`src/rtl/wfg_wb_init_seq_if.sv`:
```
// wfg_wb_init_seq_if: Wishbone classic bus between the init sequencer (master) and wfg_top (slave)
interface wfg_wb_init_seq_if #(parameter int BUSW = 32);
  logic [BUSW-1:0] wbm_adr_o;
  logic [BUSW-1:0] wbm_datwr_o;
  logic [BUSW-1:0] wbm_datrd_i;
  logic            wbm_we_o;
  logic            wbm_stb_o;
  logic            wbm_cyc_o;
  logic            wbm_ack_i;
  modport master (
    output wbm_adr_o, wbm_datwr_o, wbm_we_o, wbm_stb_o, wbm_cyc_o,
    input  wbm_datrd_i, wbm_ack_i
  );
  modport slave (
    input  wbm_adr_o, wbm_datwr_o, wbm_we_o, wbm_stb_o, wbm_cyc_o,
    output wbm_datrd_i, wbm_ack_i
  );
endinterface

```
`src/rtl/wfg_wb_init_seq.sv`:
```
// wfg_wb_init_seq: replays a fixed register-write table over Wishbone, optional readback check and ack timeout
module wfg_wb_init_seq #(
  parameter int                         BUSW       = 32,
  parameter int                         NUM_WRITES = 4,
  parameter logic [NUM_WRITES*BUSW-1:0] INIT_ADR   = '0,
  parameter logic [NUM_WRITES*BUSW-1:0] INIT_DAT   = '0,
  parameter bit                         VERIFY     = 1,
  parameter int                         TIMEOUT    = 255,
  parameter bit                         AUTO_START = 1
) (
  input  logic                     io_wbs_clk,
  input  logic                     io_wbs_rst,
  input  logic                     start_i,
  wfg_wb_init_seq_if.master        wbm,
  output logic                     busy_o,
  output logic                     done_o,
  output logic                     error_o,
  output logic [7:0]               err_idx_o
);
  localparam int IW = $clog2(NUM_WRITES + 1);
  localparam int TW = $clog2(TIMEOUT + 1);
  typedef enum logic [2:0] {S_IDLE, S_WR, S_GAP, S_RD, S_FIN, S_ERR} state_t;
  state_t          r_state, w_nxt;
  logic [IW-1:0]   r_idx, w_idx;
  logic [TW-1:0]   r_cnt;
  logic            r_prev, r_pend, r_was_wr, r_stb, r_we;
  logic [BUSW-1:0] r_adr, r_datwr;
  logic            w_ack, w_tmo, w_go, w_last, w_match, w_xfer;
  logic [BUSW-1:0] w_adr_tab [2**IW];
  logic [BUSW-1:0] w_dat_tab [2**IW];
  // table padded to a power of two so any index value selects a defined entry
  for (genvar i = 0; i < 2**IW; i++) begin : g_tab
    if (i < NUM_WRITES) begin : g_v
      assign w_adr_tab[i] = INIT_ADR[i*BUSW +: BUSW];
      assign w_dat_tab[i] = INIT_DAT[i*BUSW +: BUSW];
    end else begin : g_z
      assign w_adr_tab[i] = '0;
      assign w_dat_tab[i] = '0;
    end
  end
  assign w_ack   = r_stb & wbm.wbm_ack_i;
  assign w_tmo   = r_cnt == TW'(TIMEOUT - 1);
  assign w_go    = (r_state == S_IDLE) & r_pend;
  assign w_last  = r_idx == IW'(NUM_WRITES - 1);
  assign w_match = wbm.wbm_datrd_i == w_dat_tab[r_idx];
  assign w_xfer  = (w_nxt == S_WR) || (w_nxt == S_RD);
  always_comb begin
    w_nxt = r_state;
    w_idx = r_idx;
    case (r_state)
      S_IDLE: if (r_pend) begin
        w_nxt = S_WR;
        w_idx = '0;
      end
      S_WR:   w_nxt = w_ack ? S_GAP : w_tmo ? S_ERR : S_WR;
      S_RD:   w_nxt = w_ack ? (w_match ? S_GAP : S_ERR) : w_tmo ? S_ERR : S_RD;
      S_GAP:  if (VERIFY && r_was_wr) w_nxt = S_RD;
              else if (w_last) w_nxt = S_FIN;
              else begin
                w_nxt = S_WR;
                w_idx = r_idx + 1'b1;
              end
      default: w_nxt = S_IDLE;
    endcase
  end
  // bus outputs are registered from the next state so they change with the state
  always_ff @(posedge io_wbs_clk or posedge io_wbs_rst)
    if (io_wbs_rst) begin
      r_state   <= S_IDLE;
      r_idx     <= '0;
      r_cnt     <= '0;
      r_prev    <= 1'b0;
      r_pend    <= AUTO_START;
      r_was_wr  <= 1'b0;
      r_stb     <= 1'b0;
      r_we      <= 1'b0;
      r_adr     <= '0;
      r_datwr   <= '0;
      done_o    <= 1'b0;
      error_o   <= 1'b0;
      err_idx_o <= '0;
    end else begin
      r_state   <= w_nxt;
      r_idx     <= w_idx;
      r_cnt     <= r_stb ? r_cnt + 1'b1 : '0;
      r_prev    <= start_i;
      r_pend    <= (r_state == S_IDLE) && (w_nxt == S_IDLE) && start_i && !r_prev;
      r_was_wr  <= r_state == S_WR;
      r_stb     <= w_xfer;
      r_we      <= w_nxt == S_WR;
      r_adr     <= w_xfer ? w_adr_tab[w_idx] : '0;
      r_datwr   <= (w_nxt == S_WR) ? w_dat_tab[w_idx] : '0;
      done_o    <= w_go ? 1'b0 : (r_state == S_FIN) | done_o;
      error_o   <= w_go ? 1'b0 : (r_state == S_ERR) | error_o;
      err_idx_o <= w_go ? '0 : (r_state == S_ERR) ? 8'(r_idx) : err_idx_o;
    end
  assign busy_o          = r_state != S_IDLE;
  assign wbm.wbm_stb_o   = r_stb;
  assign wbm.wbm_cyc_o   = r_stb;
  assign wbm.wbm_we_o    = r_we;
  assign wbm.wbm_adr_o   = r_adr;
  assign wbm.wbm_datwr_o = r_datwr;
endmodule

```
`src/flat_wrapper.sv`:
```
// flat-port wrapper written by rule: the top's interface ports become plain ports
module wfg_wb_init_seq_flat 
#(
  parameter int                         BUSW       = 32,
  parameter int                         NUM_WRITES = 4,
  parameter logic [NUM_WRITES*BUSW-1:0] INIT_ADR   = '0,
  parameter logic [NUM_WRITES*BUSW-1:0] INIT_DAT   = '0,
  parameter bit                         VERIFY     = 1,
  parameter int                         TIMEOUT    = 255,
  parameter bit                         AUTO_START = 1
)
  (io_wbs_clk, io_wbs_rst, start_i, busy_o, done_o, error_o, err_idx_o, wbm_wbm_adr_o, wbm_wbm_datwr_o, wbm_wbm_we_o, wbm_wbm_stb_o, wbm_wbm_cyc_o, wbm_wbm_datrd_i, wbm_wbm_ack_i);
  wfg_wb_init_seq_if #(.BUSW(BUSW)) wbm_i ();
  input  logic io_wbs_clk;
  input  logic io_wbs_rst;
  input  logic start_i;
  output logic busy_o;
  output logic done_o;
  output logic error_o;
  output logic [7:0] err_idx_o;
  output wire logic [$bits(wbm_i.wbm_adr_o)-1:0] wbm_wbm_adr_o;
  output wire logic [$bits(wbm_i.wbm_datwr_o)-1:0] wbm_wbm_datwr_o;
  output wire logic [$bits(wbm_i.wbm_we_o)-1:0] wbm_wbm_we_o;
  output wire logic [$bits(wbm_i.wbm_stb_o)-1:0] wbm_wbm_stb_o;
  output wire logic [$bits(wbm_i.wbm_cyc_o)-1:0] wbm_wbm_cyc_o;
  input wire logic [$bits(wbm_i.wbm_datrd_i)-1:0] wbm_wbm_datrd_i;
  input wire logic [$bits(wbm_i.wbm_ack_i)-1:0] wbm_wbm_ack_i;
  assign wbm_wbm_adr_o = wbm_i.wbm_adr_o;
  assign wbm_wbm_datwr_o = wbm_i.wbm_datwr_o;
  assign wbm_wbm_we_o = wbm_i.wbm_we_o;
  assign wbm_wbm_stb_o = wbm_i.wbm_stb_o;
  assign wbm_wbm_cyc_o = wbm_i.wbm_cyc_o;
  assign wbm_i.wbm_datrd_i = wbm_wbm_datrd_i;
  assign wbm_i.wbm_ack_i = wbm_wbm_ack_i;
  wfg_wb_init_seq #(.BUSW(BUSW), .NUM_WRITES(NUM_WRITES), .INIT_ADR(INIT_ADR), .INIT_DAT(INIT_DAT), .VERIFY(VERIFY), .TIMEOUT(TIMEOUT), .AUTO_START(AUTO_START)) u_core (.io_wbs_clk(io_wbs_clk), .io_wbs_rst(io_wbs_rst), .start_i(start_i), .wbm(wbm_i), .busy_o(busy_o), .done_o(done_o), .error_o(error_o), .err_idx_o(err_idx_o));
endmodule
```
`config.mk`:
```
export PLATFORM = sky130hd
export DESIGN_NAME = wfg_wb_init_seq_flat
export DESIGN_NICKNAME = d
export VERILOG_FILES = /design/src/rtl/wfg_wb_init_seq_if.sv /design/src/rtl/wfg_wb_init_seq.sv /design/src/flat_wrapper.sv
export SDC_FILE = /design/constraint.sdc
export NUM_CORES = 1
export LEC_CHECK = 0
export ABC_CLOCK_PERIOD_IN_PS = 1900
export BUFFER_PORTS_ARGS = -buffer_cell sky130_fd_sc_hd__buf_2
export CAP_MARGIN = 5
export CELL_PAD_IN_SITES_DETAIL_PLACEMENT = 0
export CELL_PAD_IN_SITES_GLOBAL_PLACEMENT = 1
export CORE_MARGIN = 2
export CORE_UTILIZATION = 30
export CTS_CLUSTER_DIAMETER = 50
export DETAILED_ROUTE_END_ITERATION = 16
export PLACE_DENSITY_LB_ADDON = 0.05
export SETUP_SLACK_MARGIN = 0.02
export SLEW_MARGIN = 40
export SYNTH_ARGS = -nofsm -noshare
export SYNTH_HDL_FRONTEND = slang
export SYNTH_SLANG_ARGS = --single-unit
```
`constraint.sdc`:
```
create_clock -name io_wbs_clk -period 1.9 [get_ports io_wbs_clk]
set_input_delay 0 -clock io_wbs_clk [delete_from_list [all_inputs] [get_ports io_wbs_clk]]
set_output_delay 0 -clock io_wbs_clk [all_outputs]
set_load 0.02 [all_outputs]
```
==> impl_metrics.json <==
{
  "met3_length_um": 164,
  "cp_cell_sequence": "nor4b_2 -> and2b_1 -> a21oi_1 -> mux2_2",
  "end_kind": "flop",
  "final_core_util": 0.325,
  "antenna-diode-count": 0,
  "setup-tns-final_ns": 0,
  "drc": 0,
  "grt_pass1_vias": 1116,
  "die-height_um": 81.1,
  "post_drt_wl_per_cell_um": 10.7,
  "p_comb_frac": 0.392,
  "ys_dominant_reg_cell": "dfrtp_1",
  "startpoint_type": "flop",
  "yosysWarnings": 0,
  "synth_seq_cells": 24,
  "worst_path_max_delay_cell": "dfrtp_1",
  "cts_tree": "done",
  "clock_latency_ns": 0.26,
  "grt_pass1_wl_mm": 5.41,
  "final_cells": 313,
  "crit_fanout": 13,
  "grt_antenna_before_repair": 0,
  "power.density_nw_per_um2": 1020,
  "clockRootBuffer": "clkbuf_8",
  "power_w": 0.00194,
  "fin_crit_sh": 0.835,
  "p_leak_nw": 1.01,
  "synth.top_cell.area_share": 0.323,
  "wl_met1_mm": 1.46,
  "synth_commonest_cells": "buf_4 (70), dfrtp_1 (23), nor2_1 (10)",
  "synthCells": 192,
  "grt_usage": 0.106,
  "worstPathRequired_ns": 2.06,
  "syn_area_um2": 1780,
  "vias": 1218,
  "holdCritPathClass": "primary input to flop",
  "topRoutingLayerUsed": "met4",
  "p_sw_frac": 0.426,
  "finalSetupViolations": 0,
  "ant_nets": 0,
  "finalNetCount": 279,
  "htree_levels": 1,
  "cts_max_path_buffers": 2,
  "synth.largest_area_cell": "dfrtp_1",
  "synth_cell_types": 42,
  "fmax_mhz": 630,
  "portBuffers": 44,
  "rows": 28,
  "grt_max_degree": 25,
  "hold_violations": 0,
  "rsz0062_at_grt": "no",
  "finalCriticalPeriod_ns": 1.59,
  "vias_per_cell": 3.89,
  "clkPwrFrac": 0.181,
  "clkSinkCount": 24,
  "wirelength_mm": 3.35,
  "io_pins": 114,
  "syn_avg_cell_area_um2": 9.28,
  "yosysMostFrequentCell": "buf_4",
  "setup.worst_path.class": "flop to flop",
  "overflow": 0,
  "fin_worst_skew_ns": 0.00315,
  "core_um2": 5820,
  "status": "completed",
  "drv_cap": 0,
  "clkTransAtPathRegs_ns": 0.09,
  "die_w_um": 81.1,
  "layout-drive-gt1-share": 0.239,
  "synth_edf_count": 0,
  "start_util": 0.306,
  "slowest_delay_ns": 0.54,
  "area_growth_pct": 6.11,
  "ys_seq_area_frac": 0.338,
  "yosys-top-cells-area": "dfrtp_1 (32%), buf_4 (29%), ha_1 (2.8%), and2_1 (2.5%), nor4_1 (2.5%)",
  "gp_congestion": 0.700,
  "hpwlAfterDp_mm": 2.63,
  "placedCellCount": 307,
  "wl_met2_mm": 1.71,
  "drtIter0Drc": 42,
  "synthArstFlopShare": 1.00,
  "p_sw_w": 0.000825,
  "power_frac_seq": 0.428,
  "dr.pass1.iters": 4,
  "power.internal_w": 0.00111,
  "cts_buffers": 3,
  "arrival_ns": 1.74,
  "dieArea_um2": 6570,
  "slew_viol_final": 0,
  "ir_drop_v": 0.000470,
  "cts_resized": 0
}
[power by group through the flow]
stage | registers (W) | logic (W) | clock network, W
floorplan | 0.000773 | 0.000706 | 0
global placement | 0.000842 | 0.000779 | 0
detailed placement | 0.000841 | 0.000756 | 0
CTS | 0.000831 | 0.000766 | 0.000372
global route | 0.000867 | 0.000861 | 0.000392
finish | 0.000828 | 0.000758 | 0.000350
[layer usage]
| metal | up-vias | track usage |
|---|---|---|
| li1 | 603 | - |
| met1 | 572 | 0.131 |
| met2 | 41 | 0.183 |
| met3 | 2 | 0.0278 |
| met4 | 0 | 0.0288 |
| met5 | - | 0 |
[logic make-up after synthesis]
| kind of cell | after synthesis | share of synthesized area |
|---|---|---|
| other | 1 | 0.00210 |
| adders and majority gates | 4 | 0.0281 |
| and+or+nand+nor | 55 | 0.195 |
| AOI/OAI and AO/OA | 21 | 0.0801 |
| muxes | 1 | 0.00632 |
| DFF | 24 | 0.338 |
| buffers and inverters | 80 | 0.322 |
| xor gates and xnor gates | 6 | 0.0295 |
[flip-flops by register name, indices dropped and copies added (netlist names)]
signal	cells
u_core.r_cnt	8
u_core.err_idx_o	3
u_core.r_idx	3
u_core.r_state	3
u_core.done_o	1
u_core.error_o	1
u_core.r_pend	1
u_core.r_prev	1
u_core.r_was_wr	1
u_core.wbm.wbm_cyc_o	1
u_core.wbm.wbm_we_o	1
[cell usage in the layout (no fill, tap or decap), types with 2 or more instances in the layout]
master	synthesis	routed
nand4_1	2	2
nor2_1	10	10
nor4_1	7	7
xnor2_1	5	5
ha_1	4	4
clkbuf_8	0	4
a21oi_1	6	6
conb_1	1	69
and2_1	7	7
o21ai_0	2	2
dlygate4sd3_1	0	2
nand2_1	5	5
buf_2	2	44
o21bai_1	2	2
a22o_1	3	3
nand3_1	4	4
nor3_1	2	2
nor2b_1	3	3
nand3b_1	3	3
dfrtp_1	23	23
inv_1	6	6
nand2b_1	2	2
buf_4	70	2
o22ai_1	3	3
[critical path, delay by kind of cell (launching register included)]
kind	cells	cell delay [ns]
compound gates	1	0.09
simple gates	2	0.57
flops	1	0.54
mux	1	0.28
[per-stage QoR]
step	area [um2]	setup slack, ns	hold slack, ns
floorplan	2040	0.459	0.0139
global placement	1820	0.300	0.0774
detailed placement	1820	0.316	0.0769
CTS	1890	0.301	0.120
global route	1890	0.139	0.139
finish	1890	0.313	0.131
[path summary, 6_finish.rpt]
kind	start	endpoint	slack [ns]	cells past startpoint
max	u_core.r_state[0]	u_core.r_idx[0]	0.31	4
min in group asynchronous	io_wbs_rst	u_core.r_cnt[2]	0.32	4
max reg2reg	u_core.r_state[0]	u_core.r_idx[0]	0.31	4
min	wbm_wbm_datrd_i[14]	u_core.r_state[2]	0.13	4
min reg2reg	u_core.r_prev	u_core.r_pend	0.49	1
max in group asynchronous	io_wbs_rst	u_core.r_pend	1.29	4
[repair_timing]
action,in CTS,in global routing
hold endpoints to repair,24,0
hold buffers,2,0
setup buffers,0,0
[layout make-up]
cell class,instances,area (um2)
Fill cell,635,3930
Timing Repair Buffer,48,255
Sequential cell,24,602
Multi-Input combinational cell,156,862
Clock buffer,4,55.1
Inverter,6,22.5
Tap cell,75,93.8
Power figures use the tool's default switching activity.
